===== src/rtl/jk_cmd_sequencer_if.sv =====
// Command handshake between a command source and the JK command sequencer.
interface jk_cmd_sequencer_if #(
  parameter int LEN_W = 4
);
  logic             cmd_valid;
  logic             cmd_ready;
  logic [1:0]       cmd_op;
  logic [LEN_W-1:0] cmd_len;

  modport master (output cmd_valid, output cmd_op, output cmd_len, input cmd_ready);
  modport slave  (input cmd_valid, input cmd_op, input cmd_len, output cmd_ready);
endinterface


===== src/rtl/jk_cmd_sequencer.sv =====
// Queues {op, len} commands and replays each op on the downstream JK flop's j/k,
// while tracking a reference q and flagging any divergence from the fed-back q.
module jk_cmd_sequencer #(
  parameter int DEPTH = 4,
  parameter int LEN_W = 4
) (
  input  logic                clk,
  input  logic                reset,
  jk_cmd_sequencer_if.slave   cmd,
  output logic                j,
  output logic                k,
  input  logic                q_fb,
  output logic                exp_q,
  output logic                done,
  output logic                busy,
  output logic                mismatch
);

  localparam int AW = $clog2(DEPTH);
  localparam logic [AW:0]      PTR_ONE = (AW+1)'(1);
  localparam logic [LEN_W-1:0] LEN_ONE = LEN_W'(1);

  typedef enum logic { IDLE, RUN } state_t;

  typedef struct packed {
    logic [1:0]       op;
    logic [LEN_W-1:0] len;
  } cmd_t;

  cmd_t             mem [DEPTH];
  logic [AW:0]      wr_ptr, rd_ptr;
  logic             full, empty, push, pop;
  cmd_t             head;
  state_t           state, state_d;
  logic [LEN_W-1:0] rem, rem_d;
  logic             j_d, k_d;

  // The extra MSB on each pointer separates full (MSBs differ) from empty.
  assign empty         = (wr_ptr == rd_ptr);
  assign full          = (wr_ptr[AW] != rd_ptr[AW]) && (wr_ptr[AW-1:0] == rd_ptr[AW-1:0]);
  assign cmd.cmd_ready = !full;
  assign push          = cmd.cmd_valid && !full && !reset;
  assign head          = mem[rd_ptr[AW-1:0]];
  assign busy          = (state == RUN) || !empty;

  // NOTE: storage is deliberately not reset; the pointers alone define which entries are live.
  always_ff @(posedge clk) begin
    if (push) mem[wr_ptr[AW-1:0]] <= '{op: cmd.cmd_op, len: cmd.cmd_len};
  end

  // NOTE: every sequential block uses non-blocking assignments so all registers see pre-edge values.
  always_ff @(posedge clk) begin
    if (reset) begin
      wr_ptr <= '0;
      rd_ptr <= '0;
    end else begin
      if (push) wr_ptr <= wr_ptr + PTR_ONE;
      if (pop)  rd_ptr <= rd_ptr + PTR_ONE;
    end
  end

  always_ff @(posedge clk) begin
    if (reset) begin
      state <= IDLE;
      rem   <= '0;
      j     <= 1'b0;
      k     <= 1'b0;
    end else begin
      state <= state_d;
      rem   <= rem_d;
      j     <= j_d;
      k     <= k_d;
    end
  end

  // NOTE: all outputs of this block get a default first so no path infers a latch.
  always_comb begin
    state_d = state;
    rem_d   = rem;
    j_d     = j;
    k_d     = k;
    pop     = 1'b0;
    done    = 1'b0;
    unique case (state)
      IDLE: begin
        j_d = 1'b0;
        k_d = 1'b0;
        if (!empty) begin
          pop     = 1'b1;
          j_d     = head.op[1];
          k_d     = head.op[0];
          rem_d   = (head.len == '0) ? LEN_ONE : head.len;
          state_d = RUN;
        end
      end
      RUN: begin
        rem_d = rem - LEN_ONE;
        if (rem == LEN_ONE) begin
          done = 1'b1;
          // Back-to-back reload keeps j/k driven with no idle bubble.
          if (!empty) begin
            pop   = 1'b1;
            j_d   = head.op[1];
            k_d   = head.op[0];
            rem_d = (head.len == '0) ? LEN_ONE : head.len;
          end else begin
            j_d     = 1'b0;
            k_d     = 1'b0;
            state_d = IDLE;
          end
        end
      end
      default: state_d = IDLE;
    endcase
  end

  // Reference q follows the same j/k the downstream flop samples at this edge.
  always_ff @(posedge clk) begin
    if (reset) begin
      exp_q    <= 1'b0;
      mismatch <= 1'b0;
    end else begin
      if (q_fb != exp_q) mismatch <= 1'b1;
      case ({j, k})
        2'b01:   exp_q <= 1'b0;
        2'b10:   exp_q <= 1'b1;
        2'b11:   exp_q <= ~exp_q;
        default: exp_q <= exp_q;
      endcase
    end
  end

endmodule


===== src/flat_wrapper.sv =====
// flat-port wrapper written by rule: the top's interface ports become plain ports
module jk_cmd_sequencer_flat 
#(
  parameter int DEPTH = 4,
  parameter int LEN_W = 4
)
  (clk, reset, j, k, q_fb, exp_q, done, busy, mismatch, cmd_cmd_valid, cmd_cmd_op, cmd_cmd_len, cmd_cmd_ready);
  jk_cmd_sequencer_if #(.LEN_W(LEN_W)) cmd_i ();
  input  logic clk;
  input  logic reset;
  output logic j;
  output logic k;
  input  logic q_fb;
  output logic exp_q;
  output logic done;
  output logic busy;
  output logic mismatch;
  input wire logic [$bits(cmd_i.cmd_valid)-1:0] cmd_cmd_valid;
  input wire logic [$bits(cmd_i.cmd_op)-1:0] cmd_cmd_op;
  input wire logic [$bits(cmd_i.cmd_len)-1:0] cmd_cmd_len;
  output wire logic [$bits(cmd_i.cmd_ready)-1:0] cmd_cmd_ready;
  assign cmd_i.cmd_valid = cmd_cmd_valid;
  assign cmd_i.cmd_op = cmd_cmd_op;
  assign cmd_i.cmd_len = cmd_cmd_len;
  assign cmd_cmd_ready = cmd_i.cmd_ready;
  jk_cmd_sequencer #(.DEPTH(DEPTH), .LEN_W(LEN_W)) u_core (.clk(clk), .reset(reset), .cmd(cmd_i), .j(j), .k(k), .q_fb(q_fb), .exp_q(exp_q), .done(done), .busy(busy), .mismatch(mismatch));
endmodule

===== config.mk =====
export PLATFORM = sky130hd
export DESIGN_NAME = jk_cmd_sequencer_flat
export DESIGN_NICKNAME = d
export VERILOG_FILES = /design/src/rtl/jk_cmd_sequencer_if.sv /design/src/rtl/jk_cmd_sequencer.sv /design/src/flat_wrapper.sv
export SDC_FILE = /design/constraint.sdc
export NUM_CORES = 1
export LEC_CHECK = 0
export ABC_CLOCK_PERIOD_IN_PS = 1500
export BUFFER_PORTS_ARGS = -buffer_cell sky130_fd_sc_hd__buf_2
export CAP_MARGIN = 20
export CORE_UTILIZATION = 40
export CTS_CLUSTER_SIZE = 16
export DETAILED_ROUTE_END_ITERATION = 7
export GPL_ROUTABILITY_DRIVEN = 0
export GPL_TIMING_DRIVEN = 0
export PLACE_DENSITY = 0.63
export SLEW_MARGIN = 20
export SYNTH_ARGS = -nofsm -noshare
export SYNTH_HDL_FRONTEND = slang
export SYNTH_SLANG_ARGS = --single-unit

===== constraint.sdc =====
create_clock -name clk -period 1.5 [get_ports clk]
set_input_delay 0.075 -clock clk [delete_from_list [all_inputs] [get_ports clk]]
set_output_delay 0.075 -clock clk [all_outputs]
set_load 0.01 [all_outputs]

==> Yosys cells after proc, flatten, opt, wreduce, memory -nomap -nowiden <==
Memory sizes are Yosys's and may differ from the RTL's. A register that Yosys moved wholly into a read port is not among the register bits.
Cells that the tools add are included.
{ "op_classes": {"addsub": 3, "n_bitwise": 2, "n_eq_ne": 10, "n_reduce_logical": 9, "n_mux": 23} }
{ "op_table": {"columns": ["op", "count"], "rows": [
  ["$mux W4", 4],
  ["$mux W1", 11],
  ["$pmux W1 S2", 4],
  ["$pmux W4 S2", 1],
  ["$add A3 B1 Y3 const B", 2],
  ["$eq A2 B2 Y1 const B", 2],
  ["$eq A4 B1 Y1 const B", 1],
  ["$logic_not A4 Y1", 1],
  ["$mux W2", 2],
  ["$ne A2 B2 Y1 const B", 2],
  ["$sub A4 B1 Y4 const B", 1],
  ["$eq A3 B3 Y1", 1],
  ["$logic_and A1 B1 Y1", 3],
  ["$logic_not A1 Y1", 3],
  ["$pmux W1 S3", 1],
  ["$reduce_bool A3 Y1", 1],
  ["$eq A2 B1 Y1 const B", 1],
  ["$eq A2 B2 Y1", 1],
  ["$ne A1 B1 Y1", 2],
  ["$not A1 Y1", 2],
  ["$logic_or A1 B1 Y1", 1]
]} }
{ "word_totals": {"input_bits": 10, "mem_bits_rw": 24, "out_inout_bits": 7, "reg_bits": 15, "word_cells": 56, "memories": 1} }
{ "mem_list": {"columns": ["memory", "words", "width", "rd", "rd_clocked_by_memory_dff", "write_ports", "line", "rtl"], "rows": [
  ["u_core.mem", 4, 6, 1, 1, 1, "jk_cmd_sequencer.sv:30", "cmd_t mem [DEPTH];"]
]} }

==> Depth between registers and ports, before layout <==
{ "depth": {"depth_word": 7, "ltp_mapped": 6, "ltp_nobuf": 6} }

==> Worst setup path after synthesis <==
OpenSTA, ideal clock, no wires.
{ "synth_path": {"kind": "reg-to-reg", "from": "register (tool-made name)", "to": "register u_core.rem[0]", "stages_incl_launch_ff": 6, "arrival_time_ns": 1.538, "setup_ns": 0.061, "setup_slack_ns": -0.100, "synth_period_minus_slack_ns": 1.600, "path_buffers": 1, "t_required_ns": 1.439, "cell_sequence": "dfxtp_1 > buf_6 > mux4_2 > nor4_4 > a2bb2o_4 > nand3_2"} }
{ "synth_rtl": {"columns": ["element", "line", "rtl"], "rows": [
  ["end signal, assigned", "jk_cmd_sequencer.sv:70", "rem <= rem_d;"],
  ["end, declared", "jk_cmd_sequencer.sv:35", "logic [LEN_W-1:0] rem, rem_d;"]
]} }

==> impl_metrics.tcl <==
set metrics [dict create \
    switching_share_pct 35.47 \
    synthesis.area_um2 1842 \
    critPathMaxFanout 6 \
    synth_cell_types 38 \
    ir_worst_vdd_mv 0.8684 \
    failed_checks "setup timing" \
    antenna_found_initial 0 \
    use_met2_pct 27.88 \
    core_area_um2 4384 \
    die-height_um 69.86 \
    worstHoldPathCells 4 \
    drt_first_iter_violations 88 \
    place_area_um2 2004 \
    die_x_um 69.86 \
    skew_ps 6.249 \
    stdcell_area_um2 2406 \
    final_common_cell "edfxtp_1" \
    numCtsBuffers 5 \
    start_util_pct 42.01 \
    ios 17 \
    hp-class "in2reg" \
    power.switching_w 0.001337 \
    r2r_setup_slack_ps -140 \
    relSlewSlack_pct 67.39 \
    dpl.hpwl_um 2420 \
    nets 192 \
    multi_input_area_um2 913.4 \
    combPwrFrac_pct 39.2 \
    power.internal_w 0.002432 \
    area_growth_pct 30.64 \
    grt_pass1_wl_um 5920 \
    busiest_layer "met2" \
    worstRegToRegCells 5 \
    powerDensity_nw_per_um2 1566 \
    detail_route.wirelength_um 3552 \
    arrival_ps 1880 \
    drive_gt1_share_pct 40.91 \
    cts-root-buf "clkbuf_8" \
    hold_viol 0 \
    clkSlewWorstSetupHoldPaths_ps 80 \
    cellLeakagePower_nw 0.8707 \
    synth_nets 156 \
    critical_path_class "reg2reg" \
    vias_per_cell 5.320 \
    cts_tree "done" \
    cts.sinks 41 \
    finalMaxSlewViolations 0 \
    setup_slack_ps -138.3 \
    p_clk_share_pct 19.2 \
    cp-start-kind "register" \
    status "finished, violations left" \
    drc_errors 0 \
    fmax_mhz 610.4 \
    cts_max_level 2 \
    power_frac_seq_pct 41.6 \
    rsz0062_at_grt "yes" \
    finalSetupViolCount 27 \
    globalRouteTotalUtil_pct 16.30 \
    use_met3_pct 5.195 \
    fin_worst_hold_slack_ps 73.07 \
    period_needed_ps 1638 \
    syn_area_per_cell_um2 13.25 \
    clockBufferDepth 2 \
    post-route-util_pct 54.88 \
    grt_use_met1_pct 19.04 \
    r2r_end "u_core.rem[0]$_SDFFE_PP0P_" \
    seq_area_um2 1080 \
    grt_pass1_vias 1241 \
    whs_endpoint "u_core.mismatch$_SDFFE_PP0P_" \
    hp-start "q_fb" \
    final_cell_mix "24 x edfxtp_1, 16 x buf_2, 11 x nor2_1" \
    syn_inst 139 \
    cap_viol_max_count 0 \
    antenna_cells 0 \
    vias 1213 \
    die_area_um2 4880 \
    crit_required_ps 1740 \
    grt_overflow 0 \
    worst_pin_slew_ps 489.2 \
    fin_crit_sh_pct 109.2 \
    grt_max_degree 15 \
    postRouteAntennaNets 0 \
    power_w 0.003768 \
    ys_ff_latch 41 \
    nFillCells 352 \
    io_buffer_count 15 \
    yosys_warnings 0 \
    end_kind "register" \
    row_count 24 \
    insertion_delay_ps 290 \
    yosysSeqAreaShare_pct 57.61 \
    dr.pass1.iters 4 \
    avgRoutedWirePerCell_um 15.58 \
]
## synth_stat cells, drive strengths merged
cell type	n	area, um^2
a21o	1	7.510
nor3b	1	7.510
nor3	5	25.02
buf	2	16.26
a32oi	1	8.760
nor2	12	45.04
nand2b	1	6.260
a22oi	1	7.510
a2111oi	1	8.760
mux2i	3	30.03
nand3	5	30.03
or3	1	6.260
or3b	1	8.760
o311ai	1	8.760
a21bo	1	10.01
edfxtp	24	720.7
clkbuf	1	3.750
and2	4	25.02
dfxtp	17	340.3
a2bb2o	1	20.02
o31ai	2	15.01
a221oi	2	17.52
mux4	6	146.4
inv	7	26.28
a211oi	2	15.01
o21ai	4	20.01
ha	7	87.58
a21oi	7	35.03
xor2	4	35.03
nor4	1	21.27
nand2	5	18.77
o211ai	1	7.510
nand3b	1	7.510
xnor2	6	52.55
## worst max path at each step
stage / startpoint / end / slack (ps) / cells past startpoint
detailed placement: u_core.wr_ptr[0]$_SDFFE_PP0P_ / u_core.mem[3][4]$_DFFE_PP_ / -330 / 3
floorplan: register / u_core.rem[0]$_SDFFE_PP0P_ / -90 / 5
global route: register / u_core.rem[0]$_SDFFE_PP0P_ / -200 / 5
CTS: register / u_core.rem[0]$_SDFFE_PP0P_ / -160 / 5
global placement: u_core.wr_ptr[0]$_SDFFE_PP0P_ / u_core.mem[3][0]$_DFFE_PP_ / -360 / 3
finish: register / u_core.rem[0]$_SDFFE_PP0P_ / -140 / 5
## cells by family (layout without fill, tap and decap cells)
kind of cell,after synthesis,count (layout),synth area share (%)
AOI/OAI and AO/OA,25,25,9.850
muxes,9,9,9.579
DFF,41,41,57.61
adders and majority gates,7,7,4.755
and+or+nand+nor,37,37,10.94
buffers and inverters,10,47,2.513
xor gates and xnor gates,10,10,4.755
## through the flow
stage                     worst slack, ps  instances  TNS (ps)
final                              -138.3        228     -1433
after global routing               -202.5        228     -3933
after CTS                          -156.0        227     -2373
after detailed placement           -329.0        206     -8298
after global placement             -356.4        206     -7586
after floorplan                    -85.45        139    -85.45
## cell type report
class                           instances  share of cell area (%)
Tap cell                               52                   2.704
Sequential cell                        41                   44.88
Inverter                                7                   1.092
Buffer                                  3                  0.8320
Timing Repair Buffer                   29                   8.788
Clock inverter                          3                  0.8840
Multi-Input combinational cell         88                   37.96
Clock buffer                            5                   2.860
## power by group through the flow
stage	sequential (W)	clock [W]	combinational, W
finish	0.00157	0.000725	0.00148
global route	0.00160	0.000780	0.00161
CTS	0.00156	0.000742	0.00143
detailed placement	0.00153	0	0.00112
global placement	0.00153	0	0.00108
floorplan	0.00151	0	0.000849
## routing by layer
metal  share of wire [%]  up-vias  wire length [um]
met2                  51       19              1825
li1                    -      592                 -
met1                  44      595              1558
met4                 1.7        0                61
met5                   0        -                 0
met3                 3.0        7               106
## worst max-delay path: stages (launching register included)
cell and delay, ps:
dfxtp_2 330, buf_6 120, mux4_2 540, nor4_4 310
a2bb2o_4 240, nand3_2 40
## repair_timing
item / 4_1_cts / 5_1_grt
hold buffers: 6 / 0
endpoints found under the setup margin: 35 / 36
buffers inserted: 7 / 1
hold endpoints to repair: 24 / 0
gates resized for setup: 32 / 11
pin swaps: 6 / 1
## sequential cells by signal (all words and copies together) (netlist names), 3 cells and up, named ones only
register,cells
u_core.mem,24
u_core.rem,4
u_core.rd_ptr,3
u_core.wr_ptr,3
Note: power is estimated with default switching activity, not from simulation.
